`src/rtl/interrupt_ack_sequencer_pkg.sv`:
```
// Shared definitions for the 8259-style interrupt acknowledge path: FSM states,
// the spurious level default and level/mask helpers also used by the priority resolver.
package interrupt_ack_sequencer_pkg;

    typedef enum logic [1:0] {
        StIdle,
        StIntPending,
        StAck1,
        StAck2
    } ack_state_e;

    localparam logic [2:0] SPURIOUS_LEVEL_DEFAULT = 3'd7;

    // Lowest set bit wins, so a non-one-hot word still yields a deterministic level.
    function automatic logic [2:0] onehot_to_level(input logic [7:0] onehot);
        logic [2:0] level;
        level = 3'd0;
        for (int i = 7; i >= 0; i--) begin
            if (onehot[i]) level = 3'(i);
        end
        return level;
    endfunction

    function automatic logic [7:0] level_to_onehot(input logic [2:0] level);
        return 8'd1 << level;
    endfunction

    // Bit j of the result is vec[(j + amount) mod 8].
    function automatic logic [7:0] rotate_right(input logic [7:0] vec, input logic [2:0] amount);
        logic [15:0] dbl;
        dbl = {vec, vec} >> amount;
        return dbl[7:0];
    endfunction

    // Bit j of the result is vec[(j - amount) mod 8].
    function automatic logic [7:0] rotate_left(input logic [7:0] vec, input logic [2:0] amount);
        logic [15:0] dbl;
        dbl = {vec, vec} << amount;
        return dbl[15:8];
    endfunction

endpackage

```
`src/rtl/isr_highest_level.sv`:
```
// Finds the highest-priority in-service level, scanning upward from the rotation
// pointer with wrap 7 -> 0.
module isr_highest_level
    import interrupt_ack_sequencer_pkg::*;
(
    input  logic [7:0] isr,
    input  logic [2:0] priority_rotate,
    output logic [2:0] level,
    output logic       found
);

    logic [7:0] rotated;
    logic [2:0] offset;

    always_comb begin
        rotated = rotate_right(isr, priority_rotate);
        offset  = onehot_to_level(rotated);
        found   = |isr;
        level   = priority_rotate + offset;
    end

endmodule

```
`src/rtl/interrupt_ack_sequencer.sv`:
```
// Drives INT, runs the two-pulse INTA handshake, and owns the ISR and rotation
// pointer including EOI and set-priority commands.
module interrupt_ack_sequencer
    import interrupt_ack_sequencer_pkg::*;
#(
    parameter logic [2:0] SPURIOUS_LEVEL = SPURIOUS_LEVEL_DEFAULT
) (
    input  logic       clk,
    input  logic       rst_n,
    input  logic [7:0] interrupt,
    input  logic       inta_n,
    input  logic [4:0] vector_base,
    input  logic       auto_eoi,
    input  logic       auto_rotate,
    input  logic       eoi_valid,
    input  logic       eoi_specific,
    input  logic       eoi_rotate,
    input  logic [2:0] eoi_level,
    input  logic       set_priority_valid,
    output logic       int_out,
    output logic [7:0] in_service_register,
    output logic [2:0] priority_rotate,
    output logic [7:0] clear_request,
    output logic [7:0] data_out,
    output logic       data_out_en
);

    ack_state_e state_q, state_d;
    logic       inta_q;
    logic [2:0] level_q, level_d;
    logic       spurious_q, spurious_d;
    logic       int_out_q, int_out_d;
    logic [7:0] isr_q, isr_d;
    logic [2:0] rot_q, rot_d;
    logic [7:0] clear_request_q, clear_request_d;
    logic [7:0] data_out_q, data_out_d;
    logic       data_out_en_q, data_out_en_d;

    logic       inta_fall, inta_rise;
    logic [7:0] isr_set, aeoi_clr, eoi_clr;
    logic       aeoi_rot, eoi_rot_en;
    logic [2:0] eoi_rot_level;
    logic [2:0] scan_level;
    logic       scan_found;

    isr_highest_level u_scan (
        .isr             (isr_q),
        .priority_rotate (rot_q),
        .level           (scan_level),
        .found           (scan_found)
    );

    always_comb begin
        inta_fall       = inta_q & ~inta_n;
        inta_rise       = ~inta_q & inta_n;
        state_d         = state_q;
        level_d         = level_q;
        spurious_d      = spurious_q;
        int_out_d       = int_out_q;
        clear_request_d = '0;
        data_out_d      = data_out_q;
        data_out_en_d   = data_out_en_q;
        isr_set         = '0;
        aeoi_clr        = '0;
        aeoi_rot        = 1'b0;

        case (state_q)
            StIdle: begin
                if (interrupt != '0) begin
                    int_out_d = 1'b1;
                    state_d   = StIntPending;
                end
            end
            StIntPending: begin
                if (inta_fall) begin
                    if (interrupt == '0) begin
                        level_d    = SPURIOUS_LEVEL;
                        spurious_d = 1'b1;
                    end else begin
                        level_d         = onehot_to_level(interrupt);
                        spurious_d      = 1'b0;
                        isr_set         = level_to_onehot(onehot_to_level(interrupt));
                        clear_request_d = isr_set;
                    end
                    int_out_d = 1'b0;
                    state_d   = StAck1;
                end
            end
            // Any fall seen here was necessarily preceded by a rise.
            StAck1: begin
                if (inta_fall) begin
                    data_out_d    = {vector_base, level_q};
                    data_out_en_d = 1'b1;
                    state_d       = StAck2;
                end
            end
            StAck2: begin
                if (inta_rise) begin
                    data_out_en_d = 1'b0;
                    if (auto_eoi && !spurious_q) begin
                        aeoi_clr = level_to_onehot(level_q);
                        aeoi_rot = auto_rotate;
                    end
                    state_d = StIdle;
                end
            end
            default: state_d = StIdle;
        endcase

        // EOI always looks at the ISR as it stood before this cycle's INTA set.
        eoi_clr       = '0;
        eoi_rot_en    = 1'b0;
        eoi_rot_level = eoi_level;
        if (eoi_valid) begin
            if (eoi_specific) begin
                eoi_clr    = level_to_onehot(eoi_level);
                eoi_rot_en = eoi_rotate;
            end else if (scan_found) begin
                eoi_clr       = level_to_onehot(scan_level);
                eoi_rot_en    = eoi_rotate;
                eoi_rot_level = scan_level;
            end
        end

        isr_d = (isr_q & ~(eoi_clr | aeoi_clr)) | isr_set;

        // Later assignments take precedence: set-priority over AEOI over EOI.
        rot_d = rot_q;
        if (eoi_rot_en) rot_d = eoi_rot_level + 3'd1;
        if (aeoi_rot) rot_d = level_q + 3'd1;
        if (set_priority_valid) rot_d = eoi_level + 3'd1;
    end

    always_ff @(posedge clk or negedge rst_n) begin
        if (!rst_n) begin
            state_q         <= StIdle;
            inta_q          <= 1'b1;
            level_q         <= '0;
            spurious_q      <= 1'b0;
            int_out_q       <= 1'b0;
            isr_q           <= '0;
            rot_q           <= '0;
            clear_request_q <= '0;
            data_out_q      <= '0;
            data_out_en_q   <= 1'b0;
        end else begin
            state_q         <= state_d;
            inta_q          <= inta_n;
            level_q         <= level_d;
            spurious_q      <= spurious_d;
            int_out_q       <= int_out_d;
            isr_q           <= isr_d;
            rot_q           <= rot_d;
            clear_request_q <= clear_request_d;
            data_out_q      <= data_out_d;
            data_out_en_q   <= data_out_en_d;
        end
    end

    assign int_out             = int_out_q;
    assign in_service_register = isr_q;
    assign priority_rotate     = rot_q;
    assign clear_request       = clear_request_q;
    assign data_out            = data_out_q;
    assign data_out_en         = data_out_en_q;

endmodule

```
`config.mk`:
```
export PLATFORM = sky130hd
export DESIGN_NAME = interrupt_ack_sequencer
export DESIGN_NICKNAME = d
export VERILOG_FILES = /design/src/rtl/interrupt_ack_sequencer_pkg.sv /design/src/rtl/isr_highest_level.sv /design/src/rtl/interrupt_ack_sequencer.sv
export SDC_FILE = /design/constraint.sdc
export NUM_CORES = 1
export LEC_CHECK = 0
export ABC_CLOCK_PERIOD_IN_PS = 8600
export BUFFER_PORTS_ARGS = -buffer_cell sky130_fd_sc_hd__buf_2
export CORE_UTILIZATION = 37
export DETAILED_ROUTE_END_ITERATION = 8
export GPL_TIMING_DRIVEN = 0
export SYNTH_ARGS = -nofsm -noshare
export SYNTH_HDL_FRONTEND = slang
export SYNTH_SLANG_ARGS = --single-unit
```
`constraint.sdc`:
```
create_clock -name clk -period 8.6 [get_ports clk]
set_input_delay 0.43 -clock clk [delete_from_list [all_inputs] [get_ports clk]]
set_output_delay 0.43 -clock clk [all_outputs]
set_load 0.03 [all_outputs]
```
==> metrics.md <==
| Metric | Value |
|---|---|
| Max Fclk | 0.271 GHz |
| Die height | 82.9 um |
| Clock tree buffer depth | 2 |
| Total GRT Usage | 18.1% |
| Slew HR | 47.7% |
| Setup bufs post-CTS | 0 |
| Status | finished clean |
| Worst-path clk slew | 0.08 ns |
| CTS H-tree depth | 2 |
| Top cells by count, synth | dfrtp_1 (35), nor2_1 (23), nand2_1 (16) |
| Largest net degree at the start of global routing | 37 |
| Drt total wl | 5830 um |
| Cells after Synth | 234 |
| Nets | 326 |
| Per-cell routed wire length | around 16 um |
| Initial Util | roughly two fifths |
| Vias per cell | 5.54 |
| RR Startpoint | priority_rotate[1] |
| Clock period minus final worst setup slack | 3.69 ns |
| CTS tree | built |
| GP Congestion | about 0.85 |
| Top_reg_cell synth | dfrtp_1 |
| Sequential-to-total area share from yosys stat | a little under two fifths |
| DRC | 0 |
| Die width | 82.9 um |
| DR vias | 2,055 |
| Nature of the critical path startpoint | register |
| Worst Hold Class | primary input to async pin |
| Pre-CTS setup slack | 4.90 ns |
| Layout overhead on the synthesized area | 18.6% |
| Critical path peak fanout | 10 |
| Core Rows | 29 |
| DP HPWL | 4420 um |
| Fin. max-slew vios | 0 |
| Synth area leader | dfrtp_1 |
| Peak supply drop | around 0.17 mV |
| N_diodes | 0 |
| CP endpoint kind | register |
| Cts hold-fix bufs | 0 |
| # port buffers | 52 |
| RSZ-0062 raised after global routing | false |
| Worst EP arrival | 3.86 ns |
| Post-synth top area share | a little over a third |
| Share of async-settable or async-resettable flops after synthesis | 100% |
| Critical Path Start | priority_rotate[1] |
| Netlist cell types | 56 |
| Total clock sinks | 36 |
| Vias in the first global route | ~2.0k |
| Worst EP required | 8.77 ns |
| GRT Residual Overflow | 0 |
| Setup WS post-layout | 4.91 ns |
| Global-route wire length before repair | between 10,000 and 15,000 um |
| Synth warnings | 0 |
| ANT nets after route | 0 |
| Worst-Skew Late Latency | 0.29 ns |
| Iteration-0 DRC Markers | around 160 |
| Initial antenna violation count | 0 |
| Crit Path Class | register to register |
| Ports | 54 |
| Setup violators final | 0 |
| EDFF count, synth | 0 |
| Syn Nets | around 270 |
| Final Hold Viols | 0 |
| Die ar. | 6870 um^2 |
| First-pass iteration count of the detailed router | 4 |
| Synthesis-stage register bit count | 36 |
| Num CTS Buffers | 5 |
| Placeable Area | 6310 um^2 |
| Worst-Margin Slew | between 0.7 and 0.8 ns |
| Max_cap viols | 0 |
| Pwr per Cell Area | 300 nW/um^2 |
| Final Skew | ~0.0064 ns |
| Final Cycle Share | a little over two fifths |
| Count leader, synth | dfrtp_1 |
| CTS root buf | clkbuf_8 |
| Mapped Area | 2420 um^2 |
| Total negative slack | 0 ns |
| Layout cells sized above 1 | 25.5% |
| Synth area leaders | dfrtp_1 (36%), mux4_1 (7.6%), mux2_1 (5.6%), ha_1 (3.6%), nor2_1 (3.6%) |
| Leakage power | 0.00130 uW |
| Synth Area per Inst | 10.3 um^2 |
| Post-CTS resize count | 0 |
-- layer usage --
layer,vias up,wire [um],track usage [%]
li1,1007,-,-
met1,996,2680,24.8
met2,46,2900,29.7
met3,6,199,3.18
met4,0,51,5.02
met5,-,0,0
-- registers in the layout (all words and copies together) (netlist names) --
register,count
level_q,3
inta_q,1
data_out_en,1
spurious_q,1
in_service_register,8
data_out,8
clear_request,8
state_q,2
int_out,1
priority_rotate,3
-- through the flow --
stage / cells / hold WS [ns] / area [um^2] / power [uW] / util (%)
6_report: 371 / 0.222 / 2870 / 859 / 45.4
3_5_place_dp: 363 / 0.470 / 2780 / 740 / 44.0
5_1_grt: 371 / 0.279 / 2870 / 924 / 45.4
3_3_place_gp: 363 / 0.462 / 2780 / 728 / 44.0
4_1_cts: 371 / 0.256 / 2870 / 868 / 45.4
2_1_floorplan: 234 / 0.134 / 2420 / 614 / -
-- worst paths after layout --
check                                    endpoint  slack (ns)  depth (start not counted)
max                        in_service_register[7]        4.91                         14
min in group clk                           inta_q        0.29                          1
max reg2reg                in_service_register[7]        4.91                         14
min                        in_service_register[3]        0.22                          1
min reg2reg                           data_out[2]        0.48                          2
max in group asynchronous             data_out[4]        7.88                          1
-- placed cells by master, fill, tap and decap left out, types with 2 or more instances in the layout --
| cell | synthesis | routed |
|---|---|---|
| buf_2 | 0 | 52 |
| dfrtp_1 | 35 | 35 |
| nor2_1 | 23 | 23 |
| nand2_1 | 16 | 16 |
| inv_1 | 15 | 15 |
| mux2_1 | 12 | 12 |
| a21oi_1 | 11 | 11 |
| o21ai_1 | 9 | 9 |
| nand3_1 | 9 | 9 |
| o21ai_0 | 9 | 9 |
| mux4_1 | 7 | 7 |
| clkbuf_8 | 1 | 7 |
| ha_1 | 7 | 7 |
| nor3_1 | 5 | 5 |
| and3_1 | 5 | 5 |
| nor4_1 | 5 | 5 |
| a211o_1 | 5 | 5 |
| a31oi_1 | 4 | 4 |
| o31ai_1 | 4 | 4 |
| buf_6 | 3 | 3 |
| nand2b_1 | 3 | 3 |
| o22a_1 | 3 | 3 |
| a21bo_1 | 3 | 3 |
| mux2i_2 | 2 | 2 |
| mux2i_1 | 2 | 2 |
| mux2_2 | 2 | 2 |
| nor4b_1 | 2 | 2 |
| or3_1 | 2 | 2 |
| nor3b_1 | 2 | 2 |
| clkinv_2 | 0 | 2 |
-- worst max-delay path, stage by stage (launching register included) --
cell	delay (ns)
dfrtp_1	0.36
buf_6	0.16
mux4_1	0.58
mux2_1	0.37
o21ai_1	0.15
nand2_1	0.06
a21oi_1	0.16
ha_1	0.16
inv_1	0.04
fa_1	0.37
xnor2_1	0.18
or3_1	0.40
buf_6	0.14
a21bo_1	0.19
a211o_1	0.24
-- where the power goes --
group	internal, uW	switching [uW]	total (uW)
clock	64.0	61.6	126
combinational	185	268	452
sequential	221	60.5	281
-- logic make-up (layout without fill, tap and decap cells) --
logic type / after synthesis / after routing / synth area share [%]
compound gates: 62 / 62 / 17.4
fa+ha+maj: 8 / 8 / 4.45
xor+xnor: 1 / 1 / 0.362
simple gates: 80 / 80 / 17.9
mux: 27 / 27 / 17.6
buf+inv: 20 / 80 / 4.91
flops: 36 / 36 / 37.3
-- area by class of cell --
| cell class | count | area [um^2] |
|---|---|---|
| Tap cell | 77 | 96.3 |
| Fill cell | 635 | 3440 |
| Multi-Input combinational cell | 178 | 1400 |
| Sequential cell | 36 | 902 |
| Clock buffer | 6 | 82.6 |
| Timing Repair Buffer | 52 | 260 |
| Buffer | 5 | 62.6 |
| Clock inverter | 2 | 10.0 |
| Inverter | 15 | 56.3 |
(Power assumes the default switching activity.)
